<file path="src/rtl/wave_meter.sv">
// wave_meter: gated ADC waveform analyser (rising-crossing count with hysteresis, max/min/p-p).
// Optional WAVE_METER_PERIOD_EN adds the last crossing-to-crossing period on operiod.
//
// state  | meaning
// IDLE   | not measuring, waiting for ienable
// ARM    | waiting for the first valid sample, which becomes window cycle 0
// GATE   | window running, one gate count per iclk
// DONE   | one-cycle gap after a window; result strobe is high here

module wave_meter #(
   parameter int                DATA_W      = 8,
   parameter int                GATE_CYCLES = 48_000_000,
   parameter int                GATE_W      = 26,
   parameter int                FREQ_W      = 24,
   parameter logic [DATA_W-1:0] MID         = 8'd128,
   parameter logic [DATA_W-1:0] HYST        = 8'd8
) (
   input  logic              iclk,
   input  logic              irstn,
   input  logic              ienable,
   input  logic              isample_valid,
   input  logic [DATA_W-1:0] isample,
   output logic [FREQ_W-1:0] ofreq_cnt,
   output logic [DATA_W-1:0] omax,
   output logic [DATA_W-1:0] omin,
   output logic [DATA_W-1:0] ovpp,
   output logic [GATE_W-1:0] operiod,
   output logic              oresult_valid,
   output logic              obusy
);

   localparam logic [1:0] S_IDLE = 2'd0;
   localparam logic [1:0] S_ARM  = 2'd1;
   localparam logic [1:0] S_GATE = 2'd2;
   localparam logic [1:0] S_DONE = 2'd3;

   localparam logic [DATA_W:0]   SUM_HI    = {1'b0, MID} + {1'b0, HYST};
   localparam logic [DATA_W-1:0] TH_HI     = SUM_HI[DATA_W] ? {DATA_W{1'b1}} : SUM_HI[DATA_W-1:0];
   localparam logic [DATA_W-1:0] TH_LO     = (MID >= HYST) ? (MID - HYST) : {DATA_W{1'b0}};
   localparam logic [GATE_W-1:0] GATE_LAST = GATE_W'(GATE_CYCLES - 1);

   logic [1:0]        r_state;
   logic [GATE_W-1:0] r_gate_cnt;
   logic [DATA_W-1:0] r_max;
   logic [DATA_W-1:0] r_min;
   logic              r_level;
   logic [FREQ_W-1:0] r_cross;

   logic [FREQ_W-1:0] r_freq;
   logic [DATA_W-1:0] r_omax;
   logic [DATA_W-1:0] r_omin;
   logic [DATA_W-1:0] r_vpp;
   logic              r_result_valid;
   logic              r_busy;

   logic [1:0]        w_state_nxt;
   logic              w_arm;
   logic              w_gate_run;
   logic              w_gate_end;
   logic [DATA_W-1:0] w_max_nxt;
   logic [DATA_W-1:0] w_min_nxt;
   logic              w_level_nxt;
   logic              w_cross_evt;
   logic [FREQ_W-1:0] w_cross_nxt;

   assign w_arm      = (r_state == S_ARM) && ienable && isample_valid;
   assign w_gate_run = (r_state == S_GATE) && ienable;
   assign w_gate_end = w_gate_run && (r_gate_cnt == GATE_LAST);

   always_comb begin
      w_state_nxt = r_state;
      case (r_state)
         S_IDLE:  if (ienable) w_state_nxt = S_ARM;
         S_ARM: begin
            if (!ienable)          w_state_nxt = S_IDLE;
            else if (isample_valid) w_state_nxt = S_GATE;
         end
         S_GATE: begin
            if (!ienable)       w_state_nxt = S_IDLE;
            else if (w_gate_end) w_state_nxt = S_DONE;
         end
         S_DONE:  w_state_nxt = ienable ? S_ARM : S_IDLE;
         default: w_state_nxt = S_IDLE;
      endcase
   end

   // Window statistics including the current sample; used while gating and for the final latch.
   always_comb begin
      w_max_nxt   = r_max;
      w_min_nxt   = r_min;
      w_level_nxt = r_level;
      w_cross_evt = 1'b0;
      w_cross_nxt = r_cross;
      if (isample_valid) begin
         if (isample > r_max) w_max_nxt = isample;
         if (isample < r_min) w_min_nxt = isample;
         if (!r_level && (isample >= TH_HI)) begin
            w_level_nxt = 1'b1;
            w_cross_evt = 1'b1;
         end else if (r_level && (isample <= TH_LO)) begin
            w_level_nxt = 1'b0;
         end
      end
      if (w_cross_evt && (r_cross != {FREQ_W{1'b1}})) w_cross_nxt = r_cross + 1'b1;
   end

   always_ff @(posedge iclk or negedge irstn) begin
      if (!irstn) begin
         r_state        <= S_IDLE;
         r_gate_cnt     <= '0;
         r_max          <= '0;
         r_min          <= '0;
         r_level        <= 1'b0;
         r_cross        <= '0;
         r_freq         <= '0;
         r_omax         <= '0;
         r_omin         <= '0;
         r_vpp          <= '0;
         r_result_valid <= 1'b0;
         r_busy         <= 1'b0;
      end else begin
         r_state        <= w_state_nxt;
         r_busy         <= (w_state_nxt == S_ARM) || (w_state_nxt == S_GATE);
         r_result_valid <= w_gate_end;
         if (w_arm) begin
            // the arming sample already occupied window cycle 0
            r_gate_cnt <= GATE_W'(1);
            r_max      <= isample;
            r_min      <= isample;
            r_level    <= (isample >= MID);
            r_cross    <= '0;
         end else if (w_gate_run) begin
            r_gate_cnt <= r_gate_cnt + 1'b1;
            r_max      <= w_max_nxt;
            r_min      <= w_min_nxt;
            r_level    <= w_level_nxt;
            r_cross    <= w_cross_nxt;
         end
         if (w_gate_end) begin
            r_freq <= w_cross_nxt;
            r_omax <= w_max_nxt;
            r_omin <= w_min_nxt;
            r_vpp  <= w_max_nxt - w_min_nxt;
         end
      end
   end

`ifdef WAVE_METER_PERIOD_EN
   logic [GATE_W-1:0] r_prev_stamp;
   logic [GATE_W-1:0] r_last_diff;
   logic [GATE_W-1:0] r_period;
   logic              r_have_prev;
   logic              r_have_diff;
   logic [GATE_W-1:0] w_diff;

   // The gate counter doubles as the crossing time stamp.
   assign w_diff = r_gate_cnt - r_prev_stamp;

   always_ff @(posedge iclk or negedge irstn) begin
      if (!irstn) begin
         r_prev_stamp <= '0;
         r_last_diff  <= '0;
         r_period     <= '0;
         r_have_prev  <= 1'b0;
         r_have_diff  <= 1'b0;
      end else begin
         if (w_arm) begin
            r_have_prev <= 1'b0;
            r_have_diff <= 1'b0;
         end else if (w_gate_run && w_cross_evt) begin
            if (r_have_prev) begin
               r_last_diff <= w_diff;
               r_have_diff <= 1'b1;
            end
            r_prev_stamp <= r_gate_cnt;
            r_have_prev  <= 1'b1;
         end
         if (w_gate_end) begin
            if (w_cross_evt && r_have_prev) r_period <= w_diff;
            else if (r_have_diff)           r_period <= r_last_diff;
            else                            r_period <= '0;
         end
      end
   end

   assign operiod = r_period;
`else
   assign operiod = '0;
`endif

   assign ofreq_cnt     = r_freq;
   assign omax          = r_omax;
   assign omin          = r_omin;
   assign ovpp          = r_vpp;
   assign oresult_valid = r_result_valid;
   assign obusy         = r_busy;

endmodule
</file>
<file path="config.mk">
export PLATFORM = sky130hd
export DESIGN_NAME = wave_meter
export DESIGN_NICKNAME = d
export VERILOG_FILES = /design/src/rtl/wave_meter.sv
export SDC_FILE = /design/constraint.sdc
export NUM_CORES = 1
export LEC_CHECK = 0
export ABC_AREA = 0
export CELL_PAD_IN_SITES_DETAIL_PLACEMENT = 0
export CELL_PAD_IN_SITES_GLOBAL_PLACEMENT = 1
export CORE_ASPECT_RATIO = 1.25
export CORE_MARGIN = 5
export CORE_UTILIZATION = 44
export CTS_BUF_LIST = sky130_fd_sc_hd__clkbuf_4
export DETAILED_ROUTE_END_ITERATION = 7
export GPL_ROUTABILITY_DRIVEN = 0
export GPL_TIMING_DRIVEN = 0
export PLACE_DENSITY = 0.94
export REMOVE_ABC_BUFFERS = 1
export SYNTH_ARGS = -nofsm -noshare
export SYNTH_HDL_FRONTEND = slang
export SYNTH_SLANG_ARGS = --single-unit
</file>
<file path="constraint.sdc">
create_clock -name iclk -period 4.6 [get_ports iclk]
set_input_delay 0.46 -clock iclk [delete_from_list [all_inputs] [get_ports iclk]]
set_output_delay 0.46 -clock iclk [all_outputs]
set_load 0.01 [all_outputs]
</file>
==> reports/qor.log <==
INFO  sta            period_share=0.907
INFO  global_route   globalRoute.totalOverflow=0
INFO  cts            clk_latency=0.54ns
INFO  worst_setup_path critPathRequiredTime=5.08ns
INFO  worst_setup_path worst_r2r_path_depth=14
INFO  cts            cts_root_buf=sky130_fd_sc_hd__clkbuf_4
INFO  synthesis      synth_enable_flop_cells=0
INFO  worst_setup_path rrSetupSlack=0.64ns
INFO  power_and_ir_drop power_per_cell_area=337nW/µm²
INFO  cts            cts_buffers=17
INFO  cells_and_area final_common_cell=sky130_fd_sc_hd__nand2_1
INFO  sta            setup_repair_after_global_routing_missed_its_margin=no
INFO  cts            htree_num_levels=4
INFO  power_and_ir_drop power_leakage=3.29nW
INFO  cells_and_area areaGrowthSynthToFinish=15.5%
INFO  die            die_x=119µm
INFO  worst_setup_path critPathCaptureType=flop
INFO  synthesis      postSynth.topFlopCell=sky130_fd_sc_hd__dfrtp_1
INFO  place          hpwl=9.81mm
INFO  routing        post_route_drc=0
INFO  die            rows=49
INFO  worst_setup_path worstPathCellList=clkdlybuf4s50_1, ha_1, and4_1, a2111oi_0, o31ai_2, mux2i_1, ha_1, nor2b_1, o21ai_0, a21oi_1, o41a_1, or2_0, mux2_2, nand2_1
INFO  place          dp_slack=-0.173ns
INFO  routing        detailedRoute.firstIterationViolations=186
INFO  synthesis      ys_ff_latch=119
INFO  global_route   grt_max_degree=80
INFO  global_route   first_pass_grt_wire_length=23.8mm
INFO  sta            clock_skew=0.0255ns
INFO  cells_and_area n_fill_cell=1375
INFO  sta            finalHoldViolations=0
INFO  sta            timing_worst_slew_pin_value=1.37ns
INFO  power_and_ir_drop ir_worst_vdd=0.141mV
INFO  worst_setup_path crit_arrival=4.65ns
INFO  routing        vias_per_cell=5.26
INFO  synthesis      syn_area=6530µm²
INFO  die            dieArea=17400µm²
INFO  worst_setup_path worst-path-max-fanout=13
INFO  worst_setup_path slowest_delay=0.76ns
INFO  sta            max_freq=240MHz
INFO  worst_setup_path r2r-start=r_min[7]$_DFFE_PN0P_
INFO  synthesis      ys_seq_area_frac=0.456
INFO  die            die_height=146µm
INFO  sta            final.setup.tns=0ns
INFO  worst_setup_path r2r-end=ovpp[7]$_DFFE_PN0P_
INFO  run            cap_viol_max_count=0
INFO  sta            layout_min_cycle_time=4.17ns
INFO  synthesis      yosysTopAreaCellShare=0.456
INFO  die            fp.coreArea=14500µm²
INFO  worst_setup_path cell_at_the_slowest_stage_of_the_critical_path=sky130_fd_sc_hd__clkdlybuf4s50_1
INFO  routing        drt_wl_total=14.0mm
INFO  global_route   first_global_vias=4980
INFO  cts            post_cts.resized_instances=0
INFO  cts            clock_sink_count=119
INFO  worst_setup_path crit_top_cell=sky130_fd_sc_hd__ha_1
INFO  synthesis      synth.distinct_cells=57
INFO  worst_setup_path timing_worst_setup_path_type=input port to flop
INFO  die            io_pins=88
INFO  global_route   total_routing_usage_reported_by_global_routing=0.166
INFO  cells_and_area drive_gt1_frac=0.0753
INFO  routing        drt-pass1-iter-count=4
INFO  synthesis      synth.top_cells.by_area=sky130_fd_sc_hd__dfrtp_1, sky130_fd_sc_hd__o21ai_0, sky130_fd_sc_hd__nand2_1
INFO  routing        wl_per_cell=14.6µm
INFO  routing        route.vias.total=5067
INFO  cts            cts_tree=yes
INFO  run_status     run_status=finished, final reports clean
INFO  cells_and_area layout.cells.most_common_list=sky130_fd_sc_hd__nand2_1, sky130_fd_sc_hd__dfrtp_1, sky130_fd_sc_hd__o21ai_0
INFO  synthesis      synthesis.instances=716
INFO  sta            finalWorstSetupSlack=0.429ns
INFO  synthesis      synth.yosys.warnings=0
INFO  die            initial_utilization=0.451
INFO  synthesis      syn_avg_cell_area=9.12µm²
INFO  sta            report.final.slew_viol_count=0
INFO  cts            cts_setup_buffers=0
INFO  global_route   number_of_antenna_violations_at_the_first_check_in_global_routing=1
INFO  place          numPortBuffers=61
INFO  synthesis      async_reset_ff_frac=1.00
INFO  synthesis      yosys.area.top_type=sky130_fd_sc_hd__dfrtp_1
INFO  worst_setup_path critPathLaunchType=input port
INFO  cells_and_area nNetsFinal=808
INFO  routing        ant_nets=0
INFO  cts            clock_path_buffers=2
INFO  cts            clkTransAtPathRegs=0.12ns
INFO  sta            slew_headroom=0.0788
INFO  worst_hold_path timing.hold.worst.class=input port to async pin
INFO  sta            finalSetupViolCount=0
cell usage after synthesis (all sizes together) (10+ instances only):
cell      n
a21oi    20
buf      36
clkbuf   19
dfrtp   119
ha       24
inv      25
mux2i    11
nand2   124
nand3    15
nand4    13
nor2     48
o21ai    98
o31ai    10
xnor2    19
xor2     28
where the power goes:
group	total (W)	switching (W)	leakage, nW	internal, W
sequential	0.00115	0.0000430	1.62	0.00110
combinational	0.000585	0.000327	1.51	0.000259
clock	0.000811	0.000434	0.152	0.000377
total	0.00254	0.000804	3.29	0.00174
sequential cells by signal, indices dropped and copies added (netlist names):
| register | cells |
|---|---|
| r_min | 8 |
| r_state | 2 |
| r_gate_cnt | 26 |
| r_level | 1 |
| r_max | 8 |
| r_cross | 24 |
| omin | 8 |
| ofreq_cnt | 24 |
| obusy | 1 |
| omax | 8 |
| ovpp | 8 |
| oresult_valid | 1 |
layer usage:
metal,track usage,share of wire
met1,0.211,0.45
met2,0.280,0.49
met3,0.0395,0.045
met4,0.0545,0.0089
met5,0,0
layout make-up:
| type | count | area, µm² | share of cell area |
|---|---|---|---|
| inverters | 25 | 93.8 | 0.0124 |
| diodes | 1 | 2.50 | 0.000332 |
| multi-input cells | 542 | 3250 | 0.431 |
| flip-flops and latches | 119 | 2980 | 0.395 |
| repair buffers | 66 | 692 | 0.0917 |
| clock inverters | 15 | 178 | 0.0236 |
| clock buffers | 17 | 128 | 0.0169 |
| well taps | 178 | 223 | 0.0295 |
critical path, delay by kind of cell:
family	cells	cell delay (ns)
AND/OR/NAND/NOR	4	0.55
adder cells (fa/ha/maj)	2	0.64
multiplexers	2	0.63
buffers and inverters	1	0.76
AO/OA/AOI/OAI	5	1.62
worst max path at each step:
| stage | from | to | slack, ns | cells after the start |
|---|---|---|---|---|
| after detailed placement | isample[7] | ovpp[7]$_DFFE_PN0P_ | -0.17 | 14 |
| after CTS | isample[7] | ovpp[7]$_DFFE_PN0P_ | 0.41 | 14 |
| after global placement | irstn | ofreq_cnt[1]$_DFFE_PN0P_ | -1.67 | 1 |
| after global routing | isample[7] | ovpp[7]$_DFFE_PN0P_ | 0.13 | 14 |
| final | isample[7] | ovpp[7]$_DFFE_PN0P_ | 0.43 | 14 |
| after floorplan | isample[1] | ovpp[7]$_DFFE_PN0P_ | 0.42 | 15 |
per-stage QoR:
| stage | total power (W) | cell area (µm²) | hold WS [ns] | util | instances |
|---|---|---|---|---|---|
| floorplan | 0.00159 | 6300 | 0.164 | - | 686 |
| global placement | 0.00173 | 7140 | 0.453 | 0.493 | 925 |
| detailed placement | 0.00176 | 7220 | 0.409 | 0.499 | 929 |
| CTS | 0.00257 | 7540 | 0.384 | 0.521 | 962 |
| global route | 0.00271 | 7540 | 0.382 | 0.521 | 963 |
| finish | 0.00254 | 7540 | 0.389 | 0.521 | 963 |
cells by family after synthesis:
| family | Yosys count | synth area share |
|---|---|---|
| simple gates | 270 | 0.203 |
| compound gates | 154 | 0.133 |
| fa+ha+maj | 25 | 0.0491 |
| other cells | 1 | 0.000574 |
| xor+xnor | 47 | 0.0631 |
| mux | 20 | 0.0324 |
| flops | 119 | 0.456 |
| buf+inv | 80 | 0.0633 |
timing repair:
action                                 4_1_cts  5_1_grt
endpoints found under the hold margin       40        0
setup endpoints to repair                    0        0
hold buffers                                 1        0
No activity file was read; power rests on OpenSTA's default activity.
